`src/rtl/prefetch_pkg.sv`:
```
// ---------------------------------------------------------------------------
// prefetch_pkg
//   Shared types and constants for the instruction-bus prefetcher.
//   - pf_state_t : bus-side FSM states (idle, request outstanding, one-cycle gap)
//   - WORD_BYTES : size of one instruction word in bytes
// ---------------------------------------------------------------------------
package prefetch_pkg;

  typedef enum logic [1:0] {PF_IDLE, PF_REQ, PF_GAP} pf_state_t;

  localparam int unsigned WORD_BYTES = 4;

endpackage

```
`src/rtl/prefetch_fifo.sv`:
```
// ---------------------------------------------------------------------------
// prefetch_fifo
//   Synchronous word FIFO holding prefetched instruction words.
//   Parameters:
//     DEPTH      number of 32-bit entries, power of two (2..16)
//   Ports:
//     clock      rising-edge clock
//     reset_n    asynchronous active-low reset (empties the FIFO)
//     clear      synchronous flush; wins over push and pop in the same cycle
//     push       write push_data at the tail (ignored when full)
//     push_data  word to write
//     pop        drop the head entry (ignored when empty)
//     head_data  word at the head, valid whenever empty is low
//     full       all DEPTH entries occupied
//     empty      no entries occupied
//     count      number of occupied entries (0..DEPTH)
// ---------------------------------------------------------------------------
module prefetch_fifo
  import prefetch_pkg::*;
#(
  parameter int DEPTH = 4
) (
  input  logic                     clock,
  input  logic                     reset_n,
  input  logic                     clear,
  input  logic                     push,
  input  logic [8*WORD_BYTES-1:0]  push_data,
  input  logic                     pop,
  output logic [8*WORD_BYTES-1:0]  head_data,
  output logic                     full,
  output logic                     empty,
  output logic [$clog2(DEPTH):0]   count
);

  localparam int AW = $clog2(DEPTH);
  localparam logic [AW:0] DEPTH_C = (AW+1)'(DEPTH);

  logic [8*WORD_BYTES-1:0] mem [DEPTH];
  logic [AW-1:0]           wr_ptr;
  logic [AW-1:0]           rd_ptr;
  logic                    push_ok;
  logic                    pop_ok;

  assign full      = (count == DEPTH_C);
  assign empty     = (count == '0);
  assign push_ok   = push && !full;
  assign pop_ok    = pop && !empty;
  assign head_data = mem[rd_ptr];

  // Pointers wrap naturally because DEPTH is a power of two.
  always_ff @(posedge clock or negedge reset_n) begin
    if (!reset_n) begin
      wr_ptr <= '0;
      rd_ptr <= '0;
      count  <= '0;
    end else if (clear) begin
      wr_ptr <= '0;
      rd_ptr <= '0;
      count  <= '0;
    end else begin
      if (push_ok) wr_ptr <= wr_ptr + 1'b1;
      if (pop_ok)  rd_ptr <= rd_ptr + 1'b1;
      count <= count + (AW+1)'(push_ok) - (AW+1)'(pop_ok);
    end
  end

  always_ff @(posedge clock) begin
    if (push_ok && !clear) mem[wr_ptr] <= push_data;
  end

endmodule

```
`src/rtl/ibus_prefetch.sv`:
```
// ---------------------------------------------------------------------------
// ibus_prefetch
//   Sequential instruction prefetcher between the CPU instruction bus and
//   bus arbiter port A. CPU fetches that match the FIFO head are served in one
//   cycle; any other fetch (or i_flush) discards buffered words and restarts
//   fetching at the new address. While idle it fetches ahead, never beyond
//   the end of the device region of the last demand address.
//   Parameters:
//     DEPTH          FIFO entries (power of two, 2..16)
//     REGION_MSB     top bit of the device-region field address[REGION_MSB:28]
//   Ports:
//     i_clock        rising-edge clock
//     i_reset_n      asynchronous active-low reset
//     i_flush        one-cycle pulse, invalidate buffered words
//     i_request      CPU fetch request, held until o_ready
//     o_ready        one-cycle pulse, o_rdata valid
//     i_address      CPU fetch address ([1:0] ignored)
//     o_rdata        instruction word
//     o_bus_request  bus request, held until i_bus_ready
//     i_bus_ready    bus completion pulse
//     o_bus_address  word-aligned bus address, stable while requesting
//     i_bus_rdata    bus read data, valid with i_bus_ready
//     o_hit_count    FIFO hits (saturating)
//     o_miss_count   demand misses (saturating)
//   Build option:
//     PREFETCH_STATS_EN  when defined, the hit/miss counters exist; otherwise
//                        both count ports are tied to zero.
// ---------------------------------------------------------------------------
module ibus_prefetch
  import prefetch_pkg::*;
#(
  parameter int DEPTH      = 4,
  parameter int REGION_MSB = 31
) (
  input  logic        i_clock,
  input  logic        i_reset_n,
  input  logic        i_flush,
  input  logic        i_request,
  output logic        o_ready,
  input  logic [31:0] i_address,
  output logic [31:0] o_rdata,
  output logic        o_bus_request,
  input  logic        i_bus_ready,
  output logic [31:0] o_bus_address,
  input  logic [31:0] i_bus_rdata,
  output logic [31:0] o_hit_count,
  output logic [31:0] o_miss_count
);

  localparam int CW = $clog2(DEPTH) + 1;
  localparam logic [CW:0] DEPTH_OCC = (CW+1)'(DEPTH);

  pf_state_t           state;
  logic [31:0]         fetch_addr;
  logic [31:0]         head_addr;
  logic [REGION_MSB:28] region_base;
  logic                cur_demand;
  logic                discard;
  logic                demand_pending;
  logic                demand_wait;
  logic                pf_enable;

  logic [CW-1:0]       fifo_count;
  logic                fifo_full;
  logic                fifo_empty;
  logic [31:0]         fifo_head;

  logic                req_live;
  logic                hit;
  logic                miss;
  logic                bus_done;
  logic                push;
  logic                forward;
  logic                flush_fifo;
  logic                in_flight_pf;
  logic [CW:0]         occupancy;
  logic                room;
  logic                prefetch_ok;
  logic [31:0]         req_word;
  logic                unused_addr_lsbs;

  assign unused_addr_lsbs = &{1'b0, i_address[1:0]};
  assign req_word         = {i_address[31:2], 2'b00};

  // A held request is ignored in the o_ready cycle and while its own demand
  // access is outstanding; a flush re-opens it so it is replayed as a miss.
  assign req_live   = i_request && !o_ready && (!demand_wait || i_flush);
  assign hit        = req_live && !i_flush && !fifo_empty &&
                      (i_address[31:2] == head_addr[31:2]);
  assign miss       = req_live && !hit;
  assign flush_fifo = miss || i_flush;

  assign bus_done   = (state == PF_REQ) && i_bus_ready;
  assign push       = bus_done && !cur_demand && !discard && !fifo_full;
  assign forward    = bus_done && cur_demand && !discard && !i_flush && !miss;

  // Occupancy reserves a slot for the prefetch on the bus so a push never
  // lands on a full FIFO.
  assign in_flight_pf = (state == PF_REQ) && !cur_demand && !discard;
  assign occupancy    = {1'b0, fifo_count} + (CW+1)'(in_flight_pf);
  assign room         = occupancy < DEPTH_OCC;

  // The next word is fetched only while it lies in the region of the last
  // demand address; after the last word of a region the address steps into a
  // new region field (or wraps to zero) and prefetching stops.
  assign prefetch_ok = pf_enable && !discard &&
                       (fetch_addr[REGION_MSB:28] == region_base);

  prefetch_fifo #(.DEPTH(DEPTH)) u_fifo (
    .clock     (i_clock),
    .reset_n   (i_reset_n),
    .clear     (flush_fifo),
    .push      (push),
    .push_data (i_bus_rdata),
    .pop       (hit),
    .head_data (fifo_head),
    .full      (fifo_full),
    .empty     (fifo_empty),
    .count     (fifo_count)
  );

  // Bus FSM plus CPU-side bookkeeping. Later statements override earlier ones:
  // a miss redirects fetch_addr even when an access completes in that cycle.
  // An access already on the bus is never aborted; it is marked for discard.
  always_ff @(posedge i_clock or negedge i_reset_n) begin
    if (!i_reset_n) begin
      state          <= PF_IDLE;
      o_bus_request  <= 1'b0;
      o_bus_address  <= '0;
      o_ready        <= 1'b0;
      o_rdata        <= '0;
      fetch_addr     <= '0;
      head_addr      <= '0;
      region_base    <= '0;
      cur_demand     <= 1'b0;
      discard        <= 1'b0;
      demand_pending <= 1'b0;
      demand_wait    <= 1'b0;
      pf_enable      <= 1'b0;
    end else begin
      o_ready <= 1'b0;
      case (state)
        PF_IDLE: begin
          if (!flush_fifo) begin
            if (demand_pending) begin
              state          <= PF_REQ;
              o_bus_request  <= 1'b1;
              o_bus_address  <= fetch_addr;
              cur_demand     <= 1'b1;
              demand_pending <= 1'b0;
            end else if (prefetch_ok && room) begin
              state         <= PF_REQ;
              o_bus_request <= 1'b1;
              o_bus_address <= fetch_addr;
              cur_demand    <= 1'b0;
            end
          end
        end
        PF_REQ: begin
          if (i_bus_ready) begin
            state         <= PF_GAP;
            o_bus_request <= 1'b0;
            discard       <= 1'b0;
            if (!discard) fetch_addr <= fetch_addr + 32'(WORD_BYTES);
          end
        end
        PF_GAP: begin
          state <= PF_IDLE;
        end
        default: begin
          state         <= PF_IDLE;
          o_bus_request <= 1'b0;
        end
      endcase

      if (forward) begin
        o_ready     <= 1'b1;
        o_rdata     <= i_bus_rdata;
        demand_wait <= 1'b0;
      end

      if (hit) begin
        o_ready   <= 1'b1;
        o_rdata   <= fifo_head;
        head_addr <= head_addr + 32'(WORD_BYTES);
      end

      if (i_flush) begin
        pf_enable      <= 1'b0;
        demand_pending <= 1'b0;
        demand_wait    <= 1'b0;
        if (state == PF_REQ && !i_bus_ready) discard <= 1'b1;
      end

      if (miss) begin
        fetch_addr     <= req_word;
        head_addr      <= req_word + 32'(WORD_BYTES);
        region_base    <= i_address[REGION_MSB:28];
        demand_pending <= 1'b1;
        demand_wait    <= 1'b1;
        pf_enable      <= 1'b1;
        if (state == PF_REQ && !i_bus_ready) discard <= 1'b1;
      end
    end
  end

`ifdef PREFETCH_STATS_EN
  logic [31:0] hit_count;
  logic [31:0] miss_count;

  // Saturating event counters, cleared only by reset.
  always_ff @(posedge i_clock or negedge i_reset_n) begin
    if (!i_reset_n) begin
      hit_count  <= '0;
      miss_count <= '0;
    end else begin
      if (hit && (hit_count != '1))   hit_count  <= hit_count + 32'd1;
      if (miss && (miss_count != '1)) miss_count <= miss_count + 32'd1;
    end
  end

  assign o_hit_count  = hit_count;
  assign o_miss_count = miss_count;
`else
  assign o_hit_count  = '0;
  assign o_miss_count = '0;
`endif

endmodule

```
`config.mk`:
```
export PLATFORM = sky130hd
export DESIGN_NAME = ibus_prefetch
export DESIGN_NICKNAME = d
export VERILOG_FILES = /design/src/rtl/prefetch_pkg.sv /design/src/rtl/prefetch_fifo.sv /design/src/rtl/ibus_prefetch.sv
export SDC_FILE = /design/constraint.sdc
export NUM_CORES = 1
export LEC_CHECK = 0
export ABC_CLOCK_PERIOD_IN_PS = 5600
export CAP_MARGIN = 20
export CORE_ASPECT_RATIO = 0.7
export CORE_MARGIN = 2
export CORE_UTILIZATION = 55
export DETAILED_ROUTE_END_ITERATION = 10
export PLACE_DENSITY = 0.81
export SKIP_LAST_GASP = 1
export SLEW_MARGIN = 20
export SYNTH_ARGS = -nofsm -noshare
export SYNTH_HDL_FRONTEND = slang
export SYNTH_HIERARCHICAL = 1
export SYNTH_SLANG_ARGS = --single-unit
```
`constraint.sdc`:
```
create_clock -name i_clock -period 5.6 [get_ports i_clock]
set_input_delay 0.56 -clock i_clock [delete_from_list [all_inputs] [get_ports i_clock]]
set_output_delay 0.56 -clock i_clock [all_outputs]
set_load 0.02 [all_outputs]
```
# Word level (Yosys, flattened, before mapping)
# Memories as Yosys holds them, arrays and structs flattened.
# Index checks and enable logic that the tools add are counted.
[word_totals]
ram_bits = 128
regBits = 148
elab_cells = 137
memories = 1
out_inout_bits = 130
[memory_table]
columns = ["name", "depth", "width", "rd", "rd_clocked_by_memory_dff", "wr", "line_no", "source"]
rows = [
  ["u_fifo.mem", 4, 32, 1, 0, 1, "prefetch_fifo.sv:38", "logic [8*WORD_BYTES-1:0] mem [DEPTH];"],
]
[op_classes]
n_mux = 46
bitwise_logic = 2
addsub = 8
eq_ne = 10
order_cmp = 1
n_reduce_logical = 53
[ops]
columns = ["cell", "count"]
rows = [
  ["two-way mux 32 bit", 10],
  ["adder 32 x 3 -> 32 bit (second input constant)", 3],
  ["equality test 30 bit", 1],
  ["two-way mux 1 bit", 25],
  ["logical AND 1 bit", 23],
  ["two-way mux 2 bit", 8],
  ["nonzero test 2 bit", 8],
  ["logical NOT 1 bit", 11],
  ["AND reduction 3 bit", 3],
  ["!= test 3 bit (second input constant)", 2],
  ["nonzero test 3 bit", 2],
  ["adder 2 x 1 -> 2 bit (second input constant)", 2],
  ["adder 3 x 1 -> 4 bit", 1],
  ["equality test 4 bit", 1],
  ["< comparator 4 x 3 -> 1 bit (second input constant)", 1],
  ["!= test 2 bit (second input constant)", 2],
  ["one-hot mux 2 bit (2 select lines)", 1],
  ["AND reduction 4 bit", 1],
  ["adder 3 x 1 -> 3 bit", 1],
  ["equality test 3 bit (second input constant)", 1],
  ["logical NOT 3 bit", 1],
  ["two-way mux 3 bit", 1],
  ["one-hot mux 1 bit (3 select lines)", 1],
  ["subtractor 3 x 1 -> 3 bit", 1],
  ["7 further kinds", 9],
]

# Longest topological paths before layout
[logic_depth]
word_depth = 13
ltp_mapped = 20
depth_no_buf = 16

# Hierarchy
# The synthesis kept the hierarchy.
[by_module_without_submodules]
columns = ["module", "instances", "cells_each", "seq_area_each_um2", "area_per_inst_um2"]
rows = [
  ["ibus_prefetch", 1, 934, 3378.2, 8092.8],
  ["prefetch_fifo", 1, 216, 4018.9, 5196.2],
]

# Worst setup path before layout
# No wires, ideal clock.
[synth_path]
path_kind = "input port to flip-flop"
from = "in i_address[8]"
to = "reg head_addr[26]"
setup_time_ns = 0.126
arrival_time_ns = 4.564
required_ns = 5.474
slack_ns = 0.910
stages = 18
path_cell_list = "clkbuf_1 > xnor2_1 > nand4_1 > nor4_1 > nand3_2 > nand2_4 > clkbuf_1 > clkbuf_1 > nand2_1 > nand2_1 > ha_1 > clkbuf_1 > nand4_1 > nor3_1 > nand2_1 > o21ai_1 > o21ai_0 > a221o_1"
[synth_via]
elab_chain_len = 5
word_cells_on_any_way = 7
classes_between = "1 x add/sub; 1 x eq/ne; 1 x mux; 4 x reduce/logical"
[synth_lines]
columns = ["item", "line_no", "source"]
rows = [
  ["start, declared", "ibus_prefetch.sv:40", "input logic [31:0] i_address,"],
  ["branches (longest 5 deep; another with adder 32 x 3 -> 32 bit)", "--", ""],
  ["end signal, assigned", "ibus_prefetch.sv:185", "head_addr <= head_addr + 32'(WORD_BYTES);"],
  ["end signal, assigned", "ibus_prefetch.sv:197", "head_addr <= req_word + 32'(WORD_BYTES);"],
  ["end, declared", "ibus_prefetch.sv:55", "logic [31:0] head_addr;"],
]
# Several ways; the timed one is not identified.
# A chain may end at the register's enable or synchronous reset.

# Worst setup path after layout
[layout_path]
from = "in i_address[6]"
to = "reg head_addr[26]"
# The elaborated chain is that of the path after synthesis.

==> impl_results.md <==
- Pwr per Cell Area: 364 nW/um^2
- Fillcell total: 1,817
- Int Power: 4.02 mW
- Largest net degree at the start of global routing: 77
- Postcts setup bufs: 0
- Number of buffers created by CTS: 27
- Peak supply drop: 0.000248 V
- Cts repair resizes: 0
- Clk buf depth: 3
- Slowest CP cell: nor3_1
- Max Clk Rate: 207 MHz
- DIE WIDTH: between 150 and 200 um
- Combinational fraction of design power: 22.6%
- Detailed-route via count: 9,412
- Setup Skew: around 25 ps
- Met2 WL: 14.2 mm
- Clock share of power: 32.1%
- GRT Overall Usage: ~25%
- Initial drt markers: 822
- Count leader, synth: nand2_1
- WP data arrival: 5240 ps
- Hpwl dp: a little over 20 mm
- Post-CTS Hold Buffers: 0
- Final wirelength: ~32 mm
- Layout cells sized above 1: about 6.7%
- Tot Pwr: around 5.7 mW
- Synth Warn #: 6
- Vias per Instance: approximately 5.9
- Post-Syn Instances: between 1,000 and 1,500
- Worst relative slew slack: 28.9%
- Worst slew pin tran: 1070 ps
- CP dominant cell by count: nand2_1
- Switching power share of the total: 29.0%
- Final setup viols: 0
- First-pass GRT wire length: 49.4 mm
- Crit path cell chain: clkdlybuf4s50_1, xnor2_1, nand4_1, nor4_1, nand3_2, nand2_4, nand2_1, nand2_1, ha_1, nand4_1, nor3_1, nand2_1, o21ai_1, o21ai_0, a221o_1
- Placed cell count: roughly 1,600
- Critical path endpoint category: flip-flop
- CTS tree: yes
- Synthesized area: 13,300 um^2
- Synth cell types: 69
- Clock tree sinks: 270
- RD Place Congestion: 0.916
- ANT cells: 0
- Flops & latches, synth: 270
- CP Class: input pin to flip-flop
- Htree depth: 1
- Syn avg cell area: 11.6 um^2
- Clk Latency, worst-skew pair: 540 ps
- Hold WC Path Type: input pin to asynchronous set/reset pin
- Leakage Power: 5.97 nW
- Final period util: approximately 86%
- Yosys top cell area share: between 20 and 30%
- Post-synthesis sequential area ratio: 55.7%
- # nets final: 1,347
- Hold_ws: around 66 ps
- Ports: 199
- Total gr overflow: 0
- Drc violations: 0
- Number of global-route vias before repair: 9,021
- Slowest cell delay on critical path: 640 ps
- Reg2Reg Depth: 14
- Die Y: 134 um
- Minimum clock period: 4840 ps
- Worst EP required: 6010 ps
- CTS root buf: clkbuf_16
- Row count: 47
- Final TNS setup: 0 ps
- Post-route ant nets: 0
- Reg-to-reg slack, setup: 960 ps
- Primary FF master, synth: dfrtp_1
- Critical Path Start Type: input pin
- Initial core utilization: 56.1%
- Initial antenna violation count: 0
- Status: completed
- Clock transition at path regs: 60 ps
- Post-synth top cells: nand2_1, dfrtp_1, edfxtp_1
- Async SR Flop Fraction: 52.6%
- Layout area overhead: 17.1%
- Switching power: 1.64 mW
- Crit path max fanout: 22
- Seq pwr share: 45.3%
- Top routing layer used: met4
- Wire length on met3: 2.47 mm
- Initial DRT Pass Iterations: 6
- Area leader, netlist: edfxtp_1
- Full die area: 25,400 um^2
- Finished Layout Cells: 1,608
- IO buf count: 130
- Core Region: around 24,000 um^2
- Final Max Slew Viols: 0
- Wl on met1: 14.5 mm
- Avg WL per Cell: 19.6 um
- EDFF count, synth: roughly 130
- Max cap viols: 0
- Ranking of synthesized cells by area: edfxtp_1, dfrtp_1, mux4_1, nand2_1, buf_4
- Final number of hold-violating endpoints: 0
- Unrepaired setup endpoints after global routing: no
## flip-flops by register name (all words and copies together), names as in the netlist, 2 cells and up
register,flops
state,2
o_bus_address,30
u_fifo/mem,128
u_fifo/count,3
fetch_addr,30
u_fifo/wr_ptr,2
head_addr,30
u_fifo/rd_ptr,2
o_rdata,32
region_base,4
## metal layers
layer	up-vias	global-route usage [%]
li1	4298	-
met4	0	4.09
met2	416	38.3
met5	-	0
met3	36	4.24
met1	4662	38.0
## kinds of logic after synthesis
logic type,Yosys count,share of synthesized area (%)
buf+inv,151,6.56
other cells,1,0.0282
mux,71,9.39
compound gates,181,8.48
fa+ha+maj,9,0.904
flops,270,55.7
simple gates,397,14.4
xor+xnor,70,4.61
## final timing paths
| kind | start | end |
|---|---|---|
| setup / recovery | i_address[6] | head_addr[26] |
| hold / removal | i_reset_n | o_rdata[15] |
| setup reg to reg | head_addr[11] | head_addr[26] |
| hold reg to reg | o_bus_request | o_bus_request |
| max in group asynchronous | i_reset_n | fetch_addr[19] |
| min in group i_clock | o_bus_request | o_bus_request |
## worst max-delay path: cells and delay by family
family	cells	cell delay [ps]
XOR/XNOR	1	430
AND/OR/NAND/NOR	9	2530
AO/OA/AOI/OAI	3	780
buffers and inverters	1	560
adder cells (fa/ha/maj)	1	360
## layout make-up
class | instances | area [um^2] | share of cell area [%]
Tap cell | 318 | 398 | 2.56
Clock inverter | 13 | 149 | 0.956
Inverter | 21 | 78.8 | 0.506
Clock buffer | 37 | 743 | 4.77
Multi-Input combinational cell | 794 | 5290 | 33.9
Timing Repair Buffer | 155 | 1520 | 9.73
Sequential cell | 270 | 7400 | 47.5
## power groups by stage
stage / logic, mW / registers [mW] / clock network (mW)
floorplan: 0.502 / 2.78 / 0
global placement: 1.24 / 2.59 / 0
finish: 1.28 / 2.57 / 1.82
detailed placement: 1.27 / 2.60 / 0
CTS: 1.28 / 2.56 / 1.85
global route: 1.37 / 2.60 / 1.93
## stage by stage
step	setup WS (ps)	instance area, um^2	utilization (%)
after floorplan	910	13500	-
after global placement	561	14700	61.9
after detailed placement	480	14700	61.9
after CTS	1010	15600	65.7
after global routing	503	15600	65.7
final	765	15600	65.7
## layout by cell type (no fill, tap or decap), drive strengths merged, types with 9 or more instances in the layout
cell type	Yosys	routed
nand2	155	155
nor2	87	87
nor3	18	18
o21ai	43	43
clkdlybuf4s50	0	129
dfrtp	142	142
edfxtp	128	128
mux2	31	31
a31oi	42	42
and4	9	9
and3	21	21
mux4	32	32
nand4	35	35
buf	87	26
clkbuf	43	37
xnor2	47	47
conb	1	66
xor2	23	23
nand3	31	31
a21oi	45	45
inv	21	23
No activity file was read; power rests on OpenSTA's default activity.
